==> config.mk <==
export PLATFORM = sky130hd
export DESIGN_NAME = dma2mem_capture_arb
export DESIGN_NICKNAME = d
export VERILOG_FILES = /design/src/rtl/dma2mem_capture_pkg.sv /design/src/rtl/dma2mem_capture_arb_fifo.sv /design/src/rtl/dma2mem_capture_arb.sv
export SDC_FILE = /design/constraint.sdc
export NUM_CORES = 1
export LEC_CHECK = 0
export CAP_MARGIN = 0
export CORE_ASPECT_RATIO = 1.4
export CORE_UTILIZATION = 50
export DETAILED_ROUTE_END_ITERATION = 10
export GPL_ROUTABILITY_DRIVEN = 0
export HOLD_SLACK_MARGIN = 0.08
export PLACE_DENSITY = 0.72
export SYNTH_ARGS = -nofsm -noshare
export SYNTH_HDL_FRONTEND = slang
export SYNTH_SLANG_ARGS = --single-unit
==> constraint.sdc <==
create_clock -name clk -period 8.75 [get_ports clk]
set_input_delay 1.3125 -clock clk [delete_from_list [all_inputs] [get_ports clk]]
set_output_delay 1.3125 -clock clk [all_outputs]
set_load 0.05 [all_outputs]
==> src/rtl/dma2mem_capture_pkg.sv <==
// Shared types and default widths for the DMA-to-memory capture block.
package dma2mem_capture_pkg;

  localparam int NUM_CH_DEF     = 4;
  localparam int ADDR_W_DEF     = 24;
  localparam int DATA_W_DEF     = 32;
  localparam int FIFO_DEPTH_DEF = 4;
  localparam int CH_ID_W_DEF    = (NUM_CH_DEF > 1) ? $clog2(NUM_CH_DEF) : 1;

  typedef enum logic [1:0] {
    ST_IDLE    = 2'd0,
    ST_CAPTURE = 2'd1,
    ST_DRAIN   = 2'd2
  } cap_state_t;

  typedef struct packed {
    logic [CH_ID_W_DEF-1:0] ch_id;
    logic                   is_write;
    logic [ADDR_W_DEF-1:0]  address;
    logic [DATA_W_DEF-1:0]  data;
  } capture_rec_t;

endpackage

==> src/rtl/dma2mem_capture_arb_fifo.sv <==
// Per-channel single-push/single-pop FIFO; a push into a full FIFO is taken
// only when the head is popped in the same cycle.
module capture_chan_fifo #(
  parameter int W     = 8,
  parameter int DEPTH = 4
) (
  input  logic         clk,
  input  logic         reset_poweron,
  input  logic         push,
  input  logic [W-1:0] push_data,
  input  logic         pop,
  output logic [W-1:0] pop_data,
  output logic         full,
  output logic         empty
);
  localparam int AW = $clog2(DEPTH);

  logic [W-1:0] mem [DEPTH];
  logic [AW:0]  wr_ptr, rd_ptr;
  logic         do_push, do_pop;

  assign empty    = (wr_ptr == rd_ptr);
  assign full     = (wr_ptr[AW] != rd_ptr[AW]) && (wr_ptr[AW-1:0] == rd_ptr[AW-1:0]);
  assign do_pop   = pop & ~empty;
  assign do_push  = push & (~full | do_pop);
  assign pop_data = mem[rd_ptr[AW-1:0]];

  always_ff @(posedge clk) begin
    if (!reset_poweron) begin
      wr_ptr <= '0;
      rd_ptr <= '0;
    end else begin
      if (do_push) wr_ptr <= wr_ptr + 1'b1;
      if (do_pop)  rd_ptr <= rd_ptr + 1'b1;
    end
  end

  always_ff @(posedge clk) begin
    if (do_push) mem[wr_ptr[AW-1:0]] <= push_data;
  end

endmodule

==> src/rtl/dma2mem_capture_arb.sv <==
// Snoops per-channel DMA write/read handshakes into FIFOs and merges them
// round-robin into one registered valid/ready record stream.
module dma2mem_capture_arb
  import dma2mem_capture_pkg::*;
#(
  parameter int NUM_CH     = NUM_CH_DEF,
  parameter int ADDR_W     = ADDR_W_DEF,
  parameter int DATA_W     = DATA_W_DEF,
  parameter int FIFO_DEPTH = FIFO_DEPTH_DEF
) (
  input  logic                       clk,
  input  logic                       reset_poweron,
  input  logic                       cfg_enable,
  input  logic                       cfg_capture_reads,
  input  logic                       clear_status,
  input  logic [NUM_CH-1:0]          ch_write_valid,
  input  logic [NUM_CH-1:0]          ch_write_ready,
  input  logic [NUM_CH*ADDR_W-1:0]   ch_write_address,
  input  logic [NUM_CH*DATA_W-1:0]   ch_write_data,
  input  logic [NUM_CH-1:0]          ch_read_valid,
  input  logic [NUM_CH-1:0]          ch_read_ready,
  input  logic [NUM_CH*ADDR_W-1:0]   ch_read_address,
  output logic                       out_valid,
  input  logic                       out_ready,
  output logic [((NUM_CH > 1) ? $clog2(NUM_CH) : 1)-1:0] out_ch_id,
  output logic                       out_is_write,
  output logic [ADDR_W-1:0]          out_address,
  output logic [DATA_W-1:0]          out_data,
  output logic [NUM_CH-1:0]          ch_overflow,
  output logic [NUM_CH-1:0]          ch_collision,
  output logic [31:0]                record_count,
  output logic                       drained
);
  localparam int CH_ID_W = (NUM_CH > 1) ? $clog2(NUM_CH) : 1;
  localparam int ENT_W   = 1 + ADDR_W + DATA_W;

  // Channel id is implied by which FIFO holds the entry, so it is not stored.
  typedef struct packed {
    logic              is_write;
    logic [ADDR_W-1:0] address;
    logic [DATA_W-1:0] data;
  } entry_t;

  cap_state_t        state;
  logic              capturing, out_free, grant, gnt_any, deliver;
  logic [CH_ID_W-1:0] rr_ptr, gnt;
  int                idx;
  logic [NUM_CH-1:0] wr_ev, rd_ev, push, pop, full, empty, ovf_set, col_set;
  entry_t            push_ent [NUM_CH];
  entry_t            head     [NUM_CH];
  entry_t            sel;

  assign capturing = (state == ST_CAPTURE);
  assign deliver   = out_valid & out_ready;
  assign out_free  = ~out_valid | out_ready;
  assign drained   = (state == ST_IDLE);

  for (genvar c = 0; c < NUM_CH; c++) begin : g_ch
    assign wr_ev[c] = ch_write_valid[c] & ch_write_ready[c];
    assign rd_ev[c] = ch_read_valid[c] & ch_read_ready[c] & cfg_capture_reads;
    assign push[c]  = capturing & (wr_ev[c] | rd_ev[c]);
    assign push_ent[c] = wr_ev[c]
      ? entry_t'{1'b1, ch_write_address[c*ADDR_W +: ADDR_W], ch_write_data[c*DATA_W +: DATA_W]}
      : entry_t'{1'b0, ch_read_address[c*ADDR_W +: ADDR_W], {DATA_W{1'b0}}};

    capture_chan_fifo #(.W(ENT_W), .DEPTH(FIFO_DEPTH)) u_fifo (
      .clk          (clk),
      .reset_poweron(reset_poweron),
      .push         (push[c]),
      .push_data    (push_ent[c]),
      .pop          (pop[c]),
      .pop_data     (head[c]),
      .full         (full[c]),
      .empty        (empty[c])
    );
  end

  assign ovf_set = push & full & ~pop;
  assign col_set = {NUM_CH{capturing}} & wr_ev & rd_ev;

  // Scan downward so the smallest offset from rr_ptr wins.
  always_comb begin
    gnt_any = 1'b0;
    gnt     = '0;
    idx     = 0;
    for (int k = NUM_CH - 1; k >= 0; k--) begin
      idx = int'(rr_ptr) + k;
      if (idx >= NUM_CH) idx = idx - NUM_CH;
      if (!empty[idx]) begin
        gnt_any = 1'b1;
        gnt     = CH_ID_W'(idx);
      end
    end
  end

  assign grant = gnt_any & out_free & (state != ST_IDLE);
  assign sel   = head[gnt];

  always_comb begin
    pop = '0;
    if (grant) pop[gnt] = 1'b1;
  end

  always_ff @(posedge clk) begin
    if (!reset_poweron) begin
      state        <= ST_IDLE;
      rr_ptr       <= '0;
      out_valid    <= 1'b0;
      out_ch_id    <= '0;
      out_is_write <= 1'b0;
      out_address  <= '0;
      out_data     <= '0;
      ch_overflow  <= '0;
      ch_collision <= '0;
      record_count <= '0;
    end else begin
      case (state)
        ST_IDLE:    if (cfg_enable) state <= ST_CAPTURE;
        ST_CAPTURE: if (!cfg_enable) state <= ST_DRAIN;
        ST_DRAIN: begin
          if (cfg_enable)                state <= ST_CAPTURE;
          else if (&empty && !out_valid) state <= ST_IDLE;
        end
        default:    state <= ST_IDLE;
      endcase

      if (grant) begin
        out_valid    <= 1'b1;
        out_ch_id    <= gnt;
        out_is_write <= sel.is_write;
        out_address  <= sel.address;
        out_data     <= sel.data;
        rr_ptr       <= (gnt == CH_ID_W'(NUM_CH - 1)) ? '0 : gnt + 1'b1;
      end else if (out_ready) begin
        out_valid <= 1'b0;
      end

      // A same-cycle set or delivery wins over clear_status.
      ch_overflow  <= (clear_status ? '0 : ch_overflow) | ovf_set;
      ch_collision <= (clear_status ? '0 : ch_collision) | col_set;
      record_count <= (clear_status ? 32'd0 : record_count) + {31'd0, deliver};
    end
  end

endmodule

After elaboration in Yosys (flattened, before gate mapping)
Memories as Yosys holds them, arrays and structs flattened. A register that Yosys moved wholly into a read port is not among the register bits.
Cells that the tools add are included.
{"block": "totals", "ff_bits": 128, "mem_bits_rw": 912, "inputBits": 342, "out_inout_bits": 101, "wordCells": 194, "memories": 4}
{"name": "g_ch[0].u_fifo.mem", "depth": 4, "width": 57, "read_ports": 1, "rd_ports_with_merged_regs": 1, "write_ports": 1, "line": "dma2mem_capture_arb_fifo.sv:18", "source": "logic [W-1:0] mem [DEPTH];"}
{"name": "g_ch[1].u_fifo.mem", "depth": 4, "width": 57, "read_ports": 1, "rd_ports_with_merged_regs": 1, "write_ports": 1, "line": "dma2mem_capture_arb_fifo.sv:18"}
{"name": "g_ch[2].u_fifo.mem", "depth": 4, "width": 57, "read_ports": 1, "rd_ports_with_merged_regs": 1, "write_ports": 1, "line": "dma2mem_capture_arb_fifo.sv:18"}
{"name": "g_ch[3].u_fifo.mem", "depth": 4, "width": 57, "read_ports": 1, "rd_ports_with_merged_regs": 1, "write_ports": 1, "line": "dma2mem_capture_arb_fifo.sv:18"}
{"block": "classes", "add_sub_neg": 17, "magnitude_cmp": 11, "n_eq_ne": 18, "n_mux": 61, "bitwise": 53, "reduce_logical": 12}
{"operator": "$mux 57", "count": 6}
{"operator": "$mux 32", "count": 5}
{"operator": "$lt 32x4->1 const B", "count": 4}
{"operator": "$bmux 57 s2", "count": 1}
{"operator": "$mux 2", "count": 17}
{"operator": "$add 32x1->32", "count": 1}
{"operator": "$and 1x1->1", "count": 27}
{"operator": "$add 3x1->3 const B", "count": 8}
{"operator": "$mux 1", "count": 23}
{"operator": "$and 4x4->4", "count": 4}
{"operator": "$eq 3x3->1", "count": 4}
{"operator": "$ge 3x3->1 const B", "count": 4}
{"operator": "$mux 4", "count": 3}
{"operator": "$sub 3x3->4 const B", "count": 3}
{"operator": "$not 1->1", "count": 9}
{"operator": "$or 1x1->1", "count": 9}
{"operator": "$bmux 1 s2", "count": 4}
{"operator": "$eq 2x2->1", "count": 4}
{"operator": "$or 4x4->4", "count": 2}
{"operator": "$add 2x2->3 const B", "count": 2}
{"operator": "$logic_and 1x1->1", "count": 6}
{"operator": "$pmux 2 s3", "count": 1}
{"operator": "$eq 2x2->1 const B", "count": 2}
{"operator": "$ne 1x1->1", "count": 4}
{"operator": "other kinds (17)", "count": 19}

Logic depth before layout (Yosys ltp)
Gate-level depths: netlist of run 1.
{"block": "depth", "ltp_word": 20, "ltp_mapped": 15, "ltp_nobuf": 11}

By module
Synthesis of run 1 repeated with hierarchy kept, for this count alone.
{"block": "unflattened", "cells_unflattened": 2413, "area_unflattened_um2": 43367.8}
{"module": "capture_chan_fifo", "n_inst": 4, "cells_each": 351, "area_each_um2": 8739.6, "seq_area_each_um2": 7006.7}
{"module": "dma2mem_capture_arb", "n_inst": 1, "cells_each": 1009, "area_each_um2": 8409.3, "seq_area_each_um2": 2082.0}

Worst setup path before layout of run 1
No wires, ideal clock.
{"block": "synth_path", "path_type": "input-to-reg", "from": "input out_ready", "to": "register g_ch[1].u_fifo.wr_ptr[2]", "setup_time_ps": 330, "t_arrival_ps": 6740, "required_time_ps": 8420, "setup_slack_ps": 1680, "path_stages": 6, "n_path_buf": 0, "path_cell_list": "nand2b_1 > nor2b_1 > o41a_1 > o2111ai_1 > o31ai_1 > mux2i_1"}
{"block": "synth_between", "elab_chain_len": 7}
{"element": "from (decl)", "line": "dma2mem_capture_arb.sv:24", "source": "input logic out_ready,"}
{"element": "$or 1x1->1", "line": "dma2mem_capture_arb.sv:55", "source": "assign out_free = ~out_valid | out_ready;"}
{"element": "$and 1x1->1 (2 in series)", "line": "dma2mem_capture_arb.sv:96", "source": "assign grant = gnt_any & out_free & (state != ST_IDLE);"}
{"element": "$mux 4", "line": "dma2mem_capture_arb.sv:101", "source": "if (grant) pop[gnt] = 1'b1;"}
{"element": "$and 1x1->1", "line": "dma2mem_capture_arb_fifo.sv:24", "source": "assign do_pop = pop & ~empty;"}
{"element": "$or 1x1->1", "line": "dma2mem_capture_arb_fifo.sv:25", "source": "assign do_push = push & (~full | do_pop);"}
{"element": "$and 1x1->1", "line": "dma2mem_capture_arb_fifo.sv:25"}
{"element": "to (signal assigned)", "line": "dma2mem_capture_arb_fifo.sv:33", "source": "if (do_push) wr_ptr <= wr_ptr + 1'b1;"}
{"element": "to (decl)", "line": "dma2mem_capture_arb_fifo.sv:19", "source": "logic [AW:0] wr_ptr, rd_ptr;"}
Every way passes these cells.
A chain may end at the register's enable or synchronous reset.

Worst setup path after layout of run 1
{"block": "layout_path", "from": "register g_ch[3].u_fifo.wr_ptr[0]", "to": "memory g_ch[3].u_fifo.mem[0][50] (netlist bit), enable pin"}
{"block": "layout_between", "elab_chain_len": 18, "elab_cells_between_ends": 38, "cone_classes": "order compare (2); eq/ne (2); mux (25); bitwise (7); reduce/logical (2)"}
{"element": "from (decl)", "line": "dma2mem_capture_arb_fifo.sv:19"}
{"element": "from (signal assigned)", "line": "dma2mem_capture_arb_fifo.sv:33"}
{"element": "$eq 3x3->1", "line": "dma2mem_capture_arb_fifo.sv:22", "source": "assign empty = (wr_ptr == rd_ptr);"}
{"element": "$bmux 1 s2", "line": "dma2mem_capture_arb.sv:89", "source": "if (!empty[idx]) begin"}
{"element": "$mux 1 (not written as such) (2 in series)", "line": "dma2mem_capture_arb.sv:89"}
{"element": "$mux 2 (4 in series)", "line": "dma2mem_capture_arb.sv:89"}
{"element": "$lt 2x3->1 (not written as such) / $ge 2x1->1 (equally long branches)", "line": "dma2mem_capture_arb.sv:101"}
{"element": "$logic_and 1x1->1 (not written as such)", "line": "dma2mem_capture_arb.sv:101"}
{"element": "$mux 1 (not written as such)", "line": "dma2mem_capture_arb.sv:101"}
{"element": "$demux 1 s2", "line": "dma2mem_capture_arb.sv:101"}
{"element": "$mux 4", "line": "dma2mem_capture_arb.sv:101"}
{"element": "$and 1x1->1", "line": "dma2mem_capture_arb_fifo.sv:24"}
{"element": "$or 1x1->1", "line": "dma2mem_capture_arb_fifo.sv:25"}
{"element": "$and 1x1->1", "line": "dma2mem_capture_arb_fifo.sv:25"}
{"element": "$mux 1", "line": "dma2mem_capture_arb_fifo.sv:39", "source": "if (do_push) mem[wr_ptr[AW-1:0]] <= push_data;"}
{"element": "$mux 1 (not written as such)", "line": "dma2mem_capture_arb_fifo.sv:39"}
{"element": "to (decl)", "line": "dma2mem_capture_arb_fifo.sv:18"}
Parallel ways exist; a longest one is shown, timed or not. The select of a mux whose other input is x is not followed.

==> flow_summary.toml, run 1 <==
[logic_synthesis]
syn_area_mm2 = 0.0436
ys_dominant_reg_cell = "edfxtp_1"
netlist.area_leader.share = 0.628
synth_largest_area_cell = "edfxtp_1"
synth_simple_gate_area_frac = 0.0507
synth-adder-area-share = 0.00659
synthMuxAreaShare = 0.145
syn_avg_cell_area_um2 = 17.1
yosysSeqAreaShare = 0.690
synth_top_family_by_area = "multiplexers"
async_flop_share = 0
synth_warnings = 0
synth_cell_types = 53
synth_compound_area_frac = 0.0792
syn_nets = 2922
synthCells = 2557
synth_xor_area_frac = 0.00743
yosys-top-cells-area = "edfxtp_1 (63%), mux4_2 (12%), dfxtp_1 (6.2%)"
ys_ff_latch = 1048
synth-edff-count = 912

[timing]
worst_pin_slew_ps = 1250
rsz0062_at_grt = "false"
period_minus_slack_ps = 4720
fmax_mhz = 212
slew_headroom = 0.162
finalSetupTns_ps = 0
fin_skew_ps = 48.0
setup_viol = 0
hold_violations = 0
fin_crit_sh = 0.540
drv_slew = 0

[routing]
wl_per_cell_um = 27.7
totalWireLength_mm = 116
ant_nets = 0
vias_per_cell = 6.10
drc = 0
vias = 25500
drt-pass1-iter-count = 7
drt_iter0_markers = 2448

[floorplan]
row_count = 127
fp.dieW_um = 252
die_h_um = 352
core_mm2 = 0.0860
io_pins = 443
initial_core_util = 0.508
dieArea_mm2 = 0.0885

[critical_path]
criticalPathCategory = "register to register"
cp_max_fo = 57
crit_start = "g_ch[3].u_fifo.wr_ptr[0]"
reg2reg_from = "g_ch[3].u_fifo.wr_ptr[0]"
endpoint_kind = "register"
cp.arrival_ps = 4990
worstPathRequired_ps = 9020
start_kind = "register"

[clock_network]
cts_tree = "done"
cts-root-buf = "clkbuf_16"
clock_latency_ps = 690
htree_levels = 3
postCtsSetupRepairBufs = 0
clk_pin_slew_ps = 70
cts_buffers = 97
cts.hold.buffers_added = 0
clockBufferDepth = 3
cts_num_sinks = 1048
cts_resized = 0

[grt]
grt_usage = 0.260
grt_max_degree = 111
grt_pass1_wl_mm = 166
grt_pass1_vias = 25900
grt-ovfl-total = 0
antenna_found_initial = 10

[power]
switching_share = 0.233
pwr-share-comb = 0.094
seq_power_share = 0.525
p_int_mw = 8.10
leakagePower_nw = 16.6
power_density_mw_per_mm2 = 203
irDropWorstVdd_mv = 0.149
clkPwrFrac = 0.381
switching_power_mw = 2.47

[cells_and_area]
fillCellCount = 6209
fin_nets = 3298
final_cells = 4173
syn_to_final_growth_pct = 19.5
n_antenna_cell = 0
layout-drive-gt1-share = 0.182

[run]
drv_cap = 0

[placed_design]
hpwl_mm = 77.5
port_buffers = 442
dp_cells = 3995

[run_status]
outcome = "completed"

[worst_hold_path]
min-delay-start = "ch_overflow[2]"
holdCritPathClass = "register to register"
## path summary, 6_finish.rpt
path                                     to  slack, ps  cells past startpoint
hold / removal               ch_overflow[2]        460                      2
hold reg to reg              ch_overflow[2]        460                      2
setup reg to reg  g_ch[3].u_fifo.mem[0][50]       4030                     11
setup / recovery  g_ch[3].u_fifo.mem[0][50]       4030                     11
## cell families after synthesis
family	count (synthesis)
flip-flops	1048
AO/OA/AOI/OAI	483
AND/OR/NAND/NOR	397
multiplexers	337
buffers and inverters	232
XOR/XNOR	37
adder cells (fa/ha/maj)	23
## synth_stat cells (all sizes together), types with 2 or more instances
| cell | n |
|---|---|
| a21oi | 152 |
| a311oi | 2 |
| and2 | 72 |
| and3 | 131 |
| and4 | 3 |
| buf | 41 |
| clkbuf | 167 |
| clkinv | 4 |
| dfxtp | 136 |
| edfxtp | 912 |
| ha | 23 |
| inv | 20 |
| mux2 | 96 |
| mux2i | 13 |
| mux4 | 228 |
| nand2 | 63 |
| nand2b | 9 |
| nand3 | 20 |
| nand3b | 3 |
| nand4 | 6 |
| nand4b | 2 |
| nor2 | 43 |
| nor2b | 6 |
| nor3 | 12 |
| nor4 | 5 |
| o2111ai | 117 |
| o21a | 2 |
| o21ai | 21 |
| o31a | 57 |
| o31ai | 121 |
| o32ai | 2 |
| o41ai | 2 |
| or2 | 3 |
| or3 | 17 |
| or4 | 2 |
| xnor2 | 20 |
| xor2 | 17 |
## worst max-delay path, cell delays in order (launching register included)
cell and delay (ps):
dfxtp_1 440, xor2_1 300, or3_1 380, o32ai_4 340, or3_1 580, inv_2 240
ha_1 190, nand3b_1 150, a41oi_1 470, o21a_1 310, and2_2 170, buf_4 640
## area by class of cell
cell class	instances	area, um^2	share of cell area
sequential	1048	30100	0.578
multi-input combinational	1277	12800	0.244
timing repair buffer	485	4740	0.0909
clock buffer	123	2570	0.0492
tap	1161	1450	0.0278
clock inverter	55	435	0.00835
inverter	24	90.1	0.00173
## layout by cell type (no fill, tap or decap), types with 62 or more instances in the layout
| cell | synthesis | layout |
|---|---|---|
| edfxtp_1 | 912 | 912 |
| clkdlybuf4s50_1 | 0 | 441 |
| mux4_2 | 228 | 228 |
| a21oi_1 | 152 | 151 |
| and3_1 | 131 | 131 |
| dfxtp_1 | 136 | 127 |
| o31ai_1 | 121 | 118 |
| o2111ai_1 | 117 | 117 |
| clkbuf_16 | 0 | 98 |
| mux2_2 | 96 | 96 |
| nand2_1 | 63 | 62 |
## registers in the layout (all words and copies together), names as in the netlist, named ones only
register,flops
out_data,32
g_ch.u_fifo.wr_ptr,12
rr_ptr,2
record_count,32
out_is_write,1
g_ch.u_fifo.rd_ptr,12
ch_overflow,4
out_valid,1
state,2
g_ch.u_fifo.mem,912
out_address,24
ch_collision,4
out_ch_id,2
## power groups by stage
stage | logic [mW] | clock network, mW | registers [mW]
after floorplan | 0.492 | 0 | 5.71
after global placement | 0.961 | 0 | 5.65
after detailed placement | 0.980 | 0 | 5.65
after CTS | 0.985 | 4.09 | 5.55
after global routing | 1.04 | 4.26 | 5.55
final | 0.990 | 4.03 | 5.55
## metrics by stage
step / power (mW) / worst slack (ps) / utilization / hold slack [ps] / cell area [um^2]
final: 10.6 / 4030 / 0.607 / 464 / 52200
after global routing: 10.8 / 3810 / 0.607 / 484 / 52200
after CTS: 10.6 / 4150 / 0.607 / 466 / 52200
after detailed placement: 6.63 / 3630 / 0.572 / 452 / 49200
after global placement: 6.61 / 3850 / 0.572 / 451 / 49200
after floorplan: 6.20 / 1680 / - / 454 / 43600
## layer usage
metal,share of wire,up-vias,GRT usage
met2,0.53,1058,0.462
li1,-,11200,-
met1,0.35,13000,0.295
met3,0.065,230,0.0441
met5,0.00051,-,0
met4,0.059,10,0.150
Note: power is estimated with default switching activity, not from simulation.
==> inputs of run 2 (changes only) <==
==> constraint.sdc (replaced) <==
create_clock -name clk -period 4.6 [get_ports clk]
set_input_delay 0.69 -clock clk [delete_from_list [all_inputs] [get_ports clk]]
set_output_delay 0.69 -clock clk [all_outputs]
set_load 0.05 [all_outputs]
==> flow_summary.toml, run 2 (synthesis results as in run 1) <==
[cells_and_area]
final_common_cell = "edfxtp_1"
final_area_mm2 = 0.0530
layout-drive-gt1-share = 0.191
multiInputGateArea_mm2 = 0.0128
final_cells = 4186
largest_reg_flops = 912
fin_nets = 3310
ff_latch_area_mm2 = 0.0301
fillCellCount = 6101
final_cell_mix = "edfxtp_1 (912), clkdlybuf4s50_1 (441), mux4_2 (228), a21oi_1 (151), and3_1 (131)"
syn_to_final_growth_pct = 21.3

[grt]
grt_pass1_vias = 26000
grt_usage = 0.266
grt_pass1_wl_mm = 170
grt-ovfl-total = 0
grt_max_degree = 117
antenna_found_initial = 3

[clock_network]
clockBufferDepth = 3
htree_levels = 3
cts_tree = "done"
cts-root-buf = "clkbuf_16"
cts_num_sinks = 1048
postCtsSetupRepairBufs = 0
cts.hold.buffers_added = 0
clk_pin_slew_ps = 70
clock_latency_ps = 680
cts_buffers = 95
cts_resized = 0

[timing]
worst_pin_slew_ps = 1190
fin_skew_ps = 38.4
period_minus_slack_ps = 4190
rsz0062_at_grt = "false"
worst_slack_ps = 414
fin_crit_sh = 0.910
slew_headroom = 0.206
drv_slew = 0
fmax_mhz = 239
setup_viol = 0
hold_violations = 0

[floorplan]
die_h_um = 352
core_mm2 = 0.0860
dieArea_mm2 = 0.0885
io_pins = 443
row_count = 127
fp.dieW_um = 252
initial_core_util = 0.508

[power]
power_density_mw_per_mm2 = 397
irDropWorstVdd_mv = 0.296
leakagePower_nw = 16.9

[placed_design]
placed_cell_area_mm2 = 0.0495
port_buffers = 442
dp_cells = 4009
hpwl_mm = 81.2
post-place-ws_ps = 576

[worst_hold_path]
holdPathEnd = "ch_overflow[1]"
hold_depth = 2
holdCritPathClass = "register to register"
min-delay-start = "ch_overflow[1]"

[routing]
ant_nets = 0
totalWireLength_mm = 118
wl_per_cell_um = 28.1
vias_per_cell = 6.12
drc = 0
drt_iter0_markers = 2628
vias = 25600
drt-pass1-iter-count = 6

[critical_path]
cp.arrival_ps = 4490
criticalPathCategory = "register to register"
endpoint_kind = "register"
cpPeakStageDelay_ps = 570
cp_slowest_cell = "or3_1"
rr_worst_depth = 11
worstPathRequired_ps = 4910
cp_common_cell = "or3_1"
cp_top_family = "simple AND/OR/NAND/NOR gates"
path_cells = "xor2_1 -> or3_1 -> a21o_4 -> or3_1 -> inv_2 -> ha_1 -> nand3b_1 -> a41oi_1 -> o21a_1 -> and2_2 -> buf_12"
cp_max_fo = 57
start_kind = "register"
reg2reg_slack_ps = 410
r2r_end = "g_ch[3].u_fifo.mem[0][43]"
reg2reg_from = "g_ch[0].u_fifo.wr_ptr[2]"
path_buf_inv = 2

[run_status]
outcome = "completed"

[run]
drv_cap = 0
==> run 2: cell count changes in the layout (fill, tap and decap cells not counted), moves of 3 or more <==
cell	previous run	this run
clkinvlp_4	9	6
buf_4	43	36
buf_12	0	21
clkinv_4	2	6
bufinv_16	4	19
clkbuf_1	23	8
==> run 2: cell type report <==
class / instances / area share
multi-input cells: 1277 / 0.241
clock inverters: 66 / 0.0161
repair buffers: 499 / 0.0965
clock buffers: 110 / 0.0483
well taps: 1161 / 0.0274
inverters: 24 / 0.00170
diodes: 1 / 0.0000473
flip-flops and latches: 1048 / 0.569
==> run 2: metrics by stage <==
step	utilization	setup TNS, ps	hold WS, ps	total power, mW
after floorplan	-	-15750	454	11.8
after global placement	0.576	0	458	12.6
after detailed placement	0.576	0	467	12.6
after CTS	0.616	0	477	21.1
after global routing	0.616	0	498	21.6
final	0.616	0	472	21.0
==> run 2: worst max-delay path by stage <==
stage	startpoint	endpoint	depth (start not counted)
after floorplan	g_ch[3].u_fifo.wr_ptr[1]	g_ch[1].u_fifo.mem[3][0]	6
after global placement	out_ready	g_ch[1].u_fifo.mem[1][48]	8
after detailed placement	g_ch[0].u_fifo.wr_ptr[2]	g_ch[3].u_fifo.mem[1][47]	11
after CTS	g_ch[0].u_fifo.wr_ptr[2]	g_ch[3].u_fifo.mem[0][43]	11
after global routing	g_ch[0].u_fifo.wr_ptr[2]	g_ch[3].u_fifo.mem[0][44]	11
final	g_ch[0].u_fifo.wr_ptr[2]	g_ch[3].u_fifo.mem[0][43]	11
==> run 2: worst min-delay path, delay by kind of cell, from the launching register on <==
kind             cells  cell delay (ps)
AO/OA/AOI/OAI        1               50
flip-flops           1              320
AND/OR/NAND/NOR      1               60
==> run 2: where the power goes <==
part	internal (mW)	leakage [nW]	switching [mW]
Combinational	0.767	5.84	1.11
Clock	5.07	1.66	3.51
Sequential	10.5	9.41	0.120
Total	16.3	16.9	4.74
==> run 2: per-layer routing <==
metal | vias to the layer above | GRT usage | share of wire
met3 | 196 | 0.0390 | 0.065
met2 | 1126 | 0.483 | 0.54
met4 | 2 | 0.133 | 0.049
met1 | 13100 | 0.306 | 0.35
li1 | 11200 | - | -
met5 | - | 0 | 0.00010
